<file path="src/rtl/song_sequencer_if.sv">
// Bus between song_sequencer, its song ROM and note_player.
// The master side is the sequencer: it addresses the ROM and loads notes.
// The slave side is the ROM/note_player pair: it returns data and reports
// note completion.
interface song_sequencer_if #(
  parameter int SONG_W = 2,
  parameter int IDX_W  = 5
) ();

  logic [SONG_W+IDX_W-1:0] rom_addr;
  logic [11:0]             rom_data;
  logic                    note_done;
  logic [5:0]              note_to_load;
  logic [5:0]              duration_to_load;
  logic                    load_new_note;

  modport master (
    output rom_addr,
    output note_to_load,
    output duration_to_load,
    output load_new_note,
    input  rom_data,
    input  note_done
  );

  modport slave (
    input  rom_addr,
    input  note_to_load,
    input  duration_to_load,
    input  load_new_note,
    output rom_data,
    output note_done
  );

endinterface

</file>
<file path="src/rtl/song_sequencer.sv">
// Song sequencer: walks a song ROM entry by entry and hands each
// {note, duration} to note_player with a one-cycle load strobe. The sequencer
// waits for note_done before it fetches the next entry. A zero duration marks
// the end of a song. Reaching the last index also ends the song.
// play=0 freezes everything. new_song restarts at index 0 of song_sel from
// any state.
module song_sequencer #(
  parameter int SONG_W = 2,
  parameter int IDX_W  = 5
) (
  input  logic              clk,
  input  logic              reset,
  input  logic              play,
  input  logic [SONG_W-1:0] song_sel,
  input  logic              new_song,
  song_sequencer_if.master  bus,
  output logic              song_done,
  output logic              busy
);

  typedef enum logic [2:0] {
    S_IDLE,
    S_FETCH,
    S_WAIT_ROM,
    S_LOAD,
    S_WAIT_NOTE
  } state_t;

  localparam logic [IDX_W-1:0] IDX_LAST = {IDX_W{1'b1}};
  localparam logic [IDX_W-1:0] IDX_ONE  = {{(IDX_W-1){1'b0}}, 1'b1};

  state_t            state_reg, state_next;
  logic [SONG_W-1:0] song_reg, song_next;
  logic [IDX_W-1:0]  idx_reg, idx_next;
  logic [5:0]        note_reg, note_next;
  logic [5:0]        dur_reg, dur_next;
  logic              done_reg, done_next;
  // armed_reg is clear in the first WAIT_NOTE cycle. This masks a note_done
  // that is left over from the previous note.
  logic              armed_reg, armed_next;

  // State and datapath registers; reset overrides everything
  always_ff @(posedge clk) begin
    if (reset) begin
      state_reg <= S_IDLE;
      song_reg  <= '0;
      idx_reg   <= '0;
      note_reg  <= '0;
      dur_reg   <= '0;
      done_reg  <= 1'b0;
      armed_reg <= 1'b0;
    end else begin
      state_reg <= state_next;
      song_reg  <= song_next;
      idx_reg   <= idx_next;
      note_reg  <= note_next;
      dur_reg   <= dur_next;
      done_reg  <= done_next;
      armed_reg <= armed_next;
    end
  end

  // Next-state logic: new_song first, then normal sequencing only while playing
  always_comb begin
    state_next = state_reg;
    song_next  = song_reg;
    idx_next   = idx_reg;
    note_next  = note_reg;
    dur_next   = dur_reg;
    done_next  = 1'b0;
    armed_next = (state_reg == S_WAIT_NOTE);

    if (new_song) begin
      song_next  = song_sel;
      idx_next   = '0;
      state_next = S_FETCH;
    end else if (play) begin
      case (state_reg)
        S_IDLE: begin
          idx_next   = '0;
          state_next = S_FETCH;
        end
        S_FETCH: begin
          state_next = S_WAIT_ROM;
        end
        S_WAIT_ROM: begin
          if (bus.rom_data[5:0] == 6'd0) begin
            done_next  = 1'b1;
            idx_next   = '0;
            state_next = S_IDLE;
          end else begin
            note_next  = bus.rom_data[11:6];
            dur_next   = bus.rom_data[5:0];
            state_next = S_LOAD;
          end
        end
        S_LOAD: begin
          state_next = S_WAIT_NOTE;
        end
        S_WAIT_NOTE: begin
          if (armed_reg && bus.note_done) begin
            if (idx_reg == IDX_LAST) begin
              done_next  = 1'b1;
              idx_next   = '0;
              state_next = S_IDLE;
            end else begin
              idx_next   = idx_reg + IDX_ONE;
              state_next = S_FETCH;
            end
          end
        end
        default: begin
          state_next = S_IDLE;
        end
      endcase
    end
  end

  // Outputs: the strobe is suppressed while paused, restarting or in reset
  always_comb begin
    bus.rom_addr         = {song_reg, idx_reg};
    bus.note_to_load     = note_reg;
    bus.duration_to_load = dur_reg;
    bus.load_new_note    = (state_reg == S_LOAD) && play && !new_song && !reset;
    song_done            = done_reg;
    busy                 = (state_reg != S_IDLE);
  end

endmodule
</file>
<file path="src/flat_wrapper.sv">
// flat-port wrapper written by rule: the top's interface ports become plain ports
module song_sequencer_flat 
#(
  parameter int SONG_W = 2,
  parameter int IDX_W  = 5
)
  (clk, reset, play, song_sel, new_song, song_done, busy, bus_rom_addr, bus_note_to_load, bus_duration_to_load, bus_load_new_note, bus_rom_data, bus_note_done);
  song_sequencer_if #(.SONG_W(SONG_W), .IDX_W(IDX_W)) bus_i ();
  input  logic clk;
  input  logic reset;
  input  logic play;
  input  logic [SONG_W-1:0] song_sel;
  input  logic new_song;
  output logic song_done;
  output logic busy;
  output wire logic [$bits(bus_i.rom_addr)-1:0] bus_rom_addr;
  output wire logic [$bits(bus_i.note_to_load)-1:0] bus_note_to_load;
  output wire logic [$bits(bus_i.duration_to_load)-1:0] bus_duration_to_load;
  output wire logic [$bits(bus_i.load_new_note)-1:0] bus_load_new_note;
  input wire logic [$bits(bus_i.rom_data)-1:0] bus_rom_data;
  input wire logic [$bits(bus_i.note_done)-1:0] bus_note_done;
  assign bus_rom_addr = bus_i.rom_addr;
  assign bus_note_to_load = bus_i.note_to_load;
  assign bus_duration_to_load = bus_i.duration_to_load;
  assign bus_load_new_note = bus_i.load_new_note;
  assign bus_i.rom_data = bus_rom_data;
  assign bus_i.note_done = bus_note_done;
  song_sequencer #(.SONG_W(SONG_W), .IDX_W(IDX_W)) u_core (.clk(clk), .reset(reset), .play(play), .song_sel(song_sel), .new_song(new_song), .bus(bus_i), .song_done(song_done), .busy(busy));
endmodule
</file>
<file path="config.mk">
export PLATFORM = sky130hd
export DESIGN_NAME = song_sequencer_flat
export DESIGN_NICKNAME = d
export VERILOG_FILES = /design/src/rtl/song_sequencer_if.sv /design/src/rtl/song_sequencer.sv /design/src/flat_wrapper.sv
export SDC_FILE = /design/constraint.sdc
export NUM_CORES = 1
export LEC_CHECK = 0
export ABC_AREA = 1
export ABC_CLOCK_PERIOD_IN_PS = 1300
export BUFFER_PORTS_ARGS = -buffer_cell sky130_fd_sc_hd__buf_4
export CORE_MARGIN = 5
export CORE_UTILIZATION = 43
export DETAILED_ROUTE_END_ITERATION = 8
export GPL_ROUTABILITY_DRIVEN = 0
export PLACE_DENSITY_LB_ADDON = 0.12
export SLEW_MARGIN = 20
export SYNTH_ARGS = -nofsm -noshare
export SYNTH_HDL_FRONTEND = slang
export SYNTH_SLANG_ARGS = --single-unit
</file>
<file path="constraint.sdc">
create_clock -name clk -period 1.3 [get_ports clk]
set_input_delay 0.195 -clock clk [delete_from_list [all_inputs] [get_ports clk]]
set_output_delay 0.195 -clock clk [all_outputs]
set_load 0.03 [all_outputs]
</file>
After elaboration in Yosys (flattened, before gate mapping)
Index checks and enable logic that the tools add are counted.
{"block": "op_classes", "reduce_logical": 17, "n_eq_ne": 8, "n_addsub": 1, "bitwise": 3, "muxes": 14}
{"operator": "two-way mux 5 bit", "count": 3}
{"operator": "one-hot mux 3 bit (5 select lines)", "count": 1}
{"operator": "one-hot mux 5 bit (3 select lines)", "count": 1}
{"operator": "AND reduction 4 bit", "count": 2}
{"operator": "equality test 3 x 2 -> 1 bit (second input constant)", "count": 2}
{"operator": "zero test 6 bit", "count": 1}
{"operator": "two-way mux 1 bit", "count": 6}
{"operator": "nonzero test 3 bit", "count": 2}
{"operator": "adder 5 x 1 -> 5 bit (second input constant)", "count": 1}
{"operator": "equality test 5 bit (second input constant)", "count": 1}
{"operator": "logical AND 1 bit", "count": 4}
{"operator": "AND reduction 2 bit", "count": 2}
{"operator": "equality test 3 x 1 -> 1 bit (second input constant)", "count": 1}
{"operator": "equality test 3 bit (second input constant)", "count": 1}
{"operator": "zero test 3 bit", "count": 1}
{"operator": "two-way mux 3 bit", "count": 1}
{"operator": "!= test 3 bit (second input constant)", "count": 1}
{"operator": "NOT 1 bit", "count": 3}
{"operator": "OR reduction 3 bit", "count": 1}
{"operator": "zero test 1 bit", "count": 2}
{"operator": "two-way mux 2 bit", "count": 1}
{"operator": "!= test 2 x 1 -> 1 bit (second input constant)", "count": 1}
{"operator": "!= test 2 bit (second input constant)", "count": 1}
{"operator": "one-hot mux 1 bit (2 select lines)", "count": 1}
{"operator": "2 further kinds", "count": 2}
{"block": "totals", "out_inout_bits": 22, "regBits": 24, "inputBits": 19, "wordCells": 51}

Logic depth before layout (Yosys ltp)
{"block": "depth", "ltp_word": 6, "ltp_mapped": 9}

Least setup slack after synthesis
Ideal clock, no wire load.
{"block": "synth_path", "path_kind": "register to register", "start": "reg u_core.idx_reg[0]", "end": "reg u_core.state_reg[0]", "setup_time_ps": 132, "t_arrival_ps": 1434, "synth_period_minus_slack_ps": 1567, "setup_slack_ps": -267, "stages_incl_launch_ff": 8, "required_ps": 1168, "path_cell_list": "dfxtp_1 ha_1 nand2_1 nor2_1 ha_1 o21ai_0 o21ai_0 a21oi_1"}
{"block": "synth_between", "elab_chain_len": 6}
{"element": "start, declared", "line": "song_sequencer.sv:34", "text": "logic [IDX_W-1:0] idx_reg, idx_next;"}
{"element": "start signal, assigned", "line": "song_sequencer.sv:55", "text": "idx_reg <= idx_next;"}
{"element": "equality test 5 bit", "line": "song_sequencer.sv:102", "text": "if (idx_reg == IDX_LAST) begin"}
{"element": "two-way mux 1 bit", "line": "song_sequencer.sv:102"}
{"element": "two-way mux 3 bit", "line": "song_sequencer.sv:101", "text": "if (armed_reg && bus.note_done) begin"}
{"element": "one-hot mux 3 bit (5 select lines)", "line": "song_sequencer.sv:78", "text": "case (state_reg)"}
{"element": "two-way mux 1 bit", "line": "song_sequencer.sv:77", "text": "end else if (play) begin"}
{"element": "two-way mux 1 bit", "line": "song_sequencer.sv:73", "text": "if (new_song) begin"}
{"element": "end signal, assigned", "line": "song_sequencer.sv:53", "text": "state_reg <= state_next;"}
{"element": "end, declared", "line": "song_sequencer.sv:32", "text": "state_t state_reg, state_next;"}
Every way passes these cells. The select of a mux whose other input is x is not followed.
A chain may end at the register's enable or synchronous reset.

Worst setup path after layout
{"block": "layout_path", "start": "reg u_core.state_reg[0]", "end": "reg u_core.note_reg[1] (netlist: u_core.bus.note_to_load[1])"}
{"block": "layout_between", "elab_chain_len": 2}
{"element": "equality test 3 x 2 -> 1 bit", "line": "song_sequencer.sv:78"}
{"element": "AND reduction 4 bit (no source line)"}
{"element": "end signal, assigned", "line": "song_sequencer.sv:56", "text": "note_reg <= note_next;"}
{"element": "end, declared", "line": "song_sequencer.sv:35", "text": "logic [5:0] note_reg, note_next;"}
Every way passes these cells.

==> flow_metrics.env <==
export IMPL_post_synth_cell_area_avg_sq_um=7.247
export IMPL_yosysUniqueCellTypes=19
export IMPL_synth_area_sq_um=1116
export IMPL_max_vdd_ir_drop_uv=885.3
export IMPL_remaining_drc_errors=0
export IMPL_yosys_register_bits=24
export IMPL_critical_path_cell_chain="buf_6 > inv_4 > nand2_4 > nor2_4 > nand4_1 > buf_12 > nand2_1 > a21oi_2"
export IMPL_worst_path_maximum_fanout=12
export IMPL_site_rows=18
export IMPL_syn_to_final_growth_pct=58.74
export IMPL_placeable_core_region_sq_um=2477
export IMPL_cts_hold_buffers_added=0
export IMPL_die_width_um=60.95
export IMPL_htreeDepth=1
export IMPL_start_util=0.4505
export IMPL_cts_buffers_inserted=3
export IMPL_share_of_post_route_cells_with_drive_strength_above_1=0.4757
export IMPL_grt_util_all_layers=0.1842
export IMPL_grt_pass1_wl_um=5195
export IMPL_drt_antenna_violating_nets=0
export IMPL_critical_path_max_stage_delay_ps=390
export IMPL_viasPerCell=5.331
export IMPL_total_global_routing_overflow=0
export IMPL_tritoncts="done"
export IMPL_fp_dieH_um=60.95
export IMPL_slew_viol_final=0
export IMPL_startpoint_type_of_the_worst_setup_path="flip-flop"
export IMPL_yosys_warning_count=0
export IMPL_total_routed_wirelength_um=3391
export IMPL_switchingPower_mw=0.4121
export IMPL_port_buffers=40
export IMPL_max_freq_ghz=0.7318
export IMPL_worst_setup_hold_path_clk_slew_ps=150
export IMPL_clock_skew_ps=5.556
export IMPL_hpwl_um=2282
export IMPL_number_of_global_route_vias_before_repair=1130
export IMPL_design_die_area_sq_um=3714
export IMPL_arrival_time_at_the_worst_endpoint_ps=1600
export IMPL_cellLeakagePower_nw=0.7583
export IMPL_timing_hold_violations_final=0
export IMPL_run_status="finished, violations left"
export IMPL_failed_checks="setup timing"
export IMPL_syn_num_nets=175
export IMPL_finalSetupViolCount=18
export IMPL_route_vias_total=1258
export IMPL_clockRootBuffer="clkbuf_4"
export IMPL_synth_edf_count=0
export IMPL_setup_ws_ps=-66.50
export IMPL_grt_antenna_before_repair=0
export IMPL_min_period_over_period=1.051
export IMPL_num_antenna_cells=0
export IMPL_setup_repair_after_global_routing_missed_its_margin="true"
export IMPL_ys_dominant_reg_cell="dfxtp_1"
export IMPL_syn_inst=154
export IMPL_sw_frac_of_total=0.2725
export IMPL_power_density_nw_per_um2=853.7
export IMPL_holdWs_ps=87.12
export IMPL_critPathCaptureType="flip-flop"
export IMPL_synth_yosys_seq_area_share=0.4305
export IMPL_post_drt_wl_per_cell_um=14.37
export IMPL_sinks_on_the_clock_net=24
export IMPL_power_frac_seq=0.501
export IMPL_logic_gate_share_of_total_power=0.178
export IMPL_max_capacitance_violation_count=0
export IMPL_fin_nets=228
export IMPL_worstMarginPinSlew_ps=271.2
export IMPL_min_delay_path_class="input port to flip-flop"
export IMPL_critical_path_slowest_cell="dfxtp_4"
export IMPL_pin_count=41
export IMPL_pre_cts_slack_ps=-19.56
export IMPL_clock_insertion_delay_worst_skew_ps=330
export IMPL_crit_required_ps=1540
export IMPL_period_minus_slack_ps=1366
export IMPL_final_setup_tns_ps=-510.0
export IMPL_power_report_internal_total_mw=1.100
export IMPL_detail_route_first_pass_iterations=4
export IMPL_worst_slew_margin_rel=0.8187
export IMPL_cpLargestDelayFamily="simple AND/OR/NAND/NOR gates"
export IMPL_asyncSetResetFlopFracSynth=0
export IMPL_timing_setup_critical_path_class="flip-flop to flip-flop"
export IMPL_crit_path_buffers_inverters=3
export IMPL_cts_buffer_depth=2
export IMPL_proportion_of_power_drawn_by_the_clock_network=0.320
export IMPL_drt_iter0_drc=55
export IMPL_grt_max_degree=18
[worst min-delay path: stages]
cell	delay [ps]
buf_4	80
nor2_1	40
nor2_1	80
[cells by family after synthesis]
family	after synthesis	synth area share
AO/OA/AOI/OAI	26	0.1188
adder cells (fa/ha/maj)	2	0.02242
flip-flops	24	0.4305
buffers and inverters	18	0.07736
AND/OR/NAND/NOR	84	0.3509
[power groups by stage]
stage                     Clock (mW)  Combinational (mW)  Sequential (mW)
final                          0.484               0.270            0.758
after global routing           0.520               0.292            0.760
after CTS                      0.493               0.233            0.756
after detailed placement           0               0.208            0.777
after global placement             0               0.205            0.776
after floorplan                    0              0.0978            0.792
[repair_timing]
action / 4_1_cts / 5_1_grt
buffers inserted: 5 / 3
gates cloned: 0 / 1
pin swaps: 3 / 12
endpoints found under the setup margin: 4 / 22
resized for setup: 13 / 33
[final timing paths]
kind                                                     start                        endpoint  slack, ps  cells after the start
worst max-delay path                       u_core.state_reg[0]      u_core.bus.note_to_load[1]        -70                      8
worst min-delay path                               song_sel[1]              u_core.song_reg[1]         90                      3
worst max register to register             u_core.state_reg[0]      u_core.bus.note_to_load[1]        -70                      8
worst min register to register  u_core.bus.duration_to_load[2]  u_core.bus.duration_to_load[2]        480                      2
[area by class of cell]
class	count	area, sq um
fillers	199	705.7
repair buffers	54	454.2
clock buffers	4	47.55
multi-input cells	112	665.6
flip-flops and latches	24	501.7
well taps	30	37.54
inverters	11	53.80
repair inverters	1	11.26
[stage by stage]
step | cell area (sq um) | power (mW) | utilization | cells
2_1_floorplan | 1141 | 0.8895 | - | 154
3_3_place_gp | 1494 | 0.9817 | 0.6030 | 223
3_5_place_dp | 1494 | 0.9853 | 0.6030 | 223
4_1_cts | 1608 | 1.483 | 0.6490 | 232
5_1_grt | 1772 | 1.572 | 0.7152 | 236
6_report | 1772 | 1.512 | 0.7152 | 236
[cells in the final DEF, fill, tap and decap left out, drive strengths merged]
cell,Yosys,final
clkbuf,2,4
dfxtp,24,24
nand3,8,8
nor3,1,1
or2,1,1
nand4,16,16
o21ai,5,5
ha,2,2
nand2,36,36
buf,5,54
inv,11,12
o211ai,1,1
a21oi,20,20
nor2,22,22
[layer usage]
| metal | track usage | up-vias | wire, um |
|---|---|---|---|
| met1 | 0.2536 | 596 | 1476 |
| met4 | 0.07430 | 0 | 8 |
| li1 | - | 624 | - |
| met5 | 0 | - | 0 |
| met2 | 0.2824 | 36 | 1707 |
| met3 | 0.03617 | 2 | 198 |
[Yosys cell counts, types with 2 or more instances]
| cell | n | area share |
|---|---|---|
| a21oi_1 | 20 | 0.090 |
| nand4_1 | 16 | 0.090 |
| buf_2 | 4 | 0.018 |
| nor2_1 | 19 | 0.064 |
| o21ai_0 | 5 | 0.022 |
| ha_1 | 2 | 0.022 |
| nand2_2 | 2 | 0.011 |
| nor2_4 | 2 | 0.020 |
| nand2_1 | 34 | 0.11 |
| clkbuf_1 | 2 | 0.0067 |
| nand3_1 | 8 | 0.036 |
| inv_1 | 10 | 0.034 |
| dfxtp_1 | 24 | 0.43 |
No activity file was read; power rests on OpenSTA's default activity.
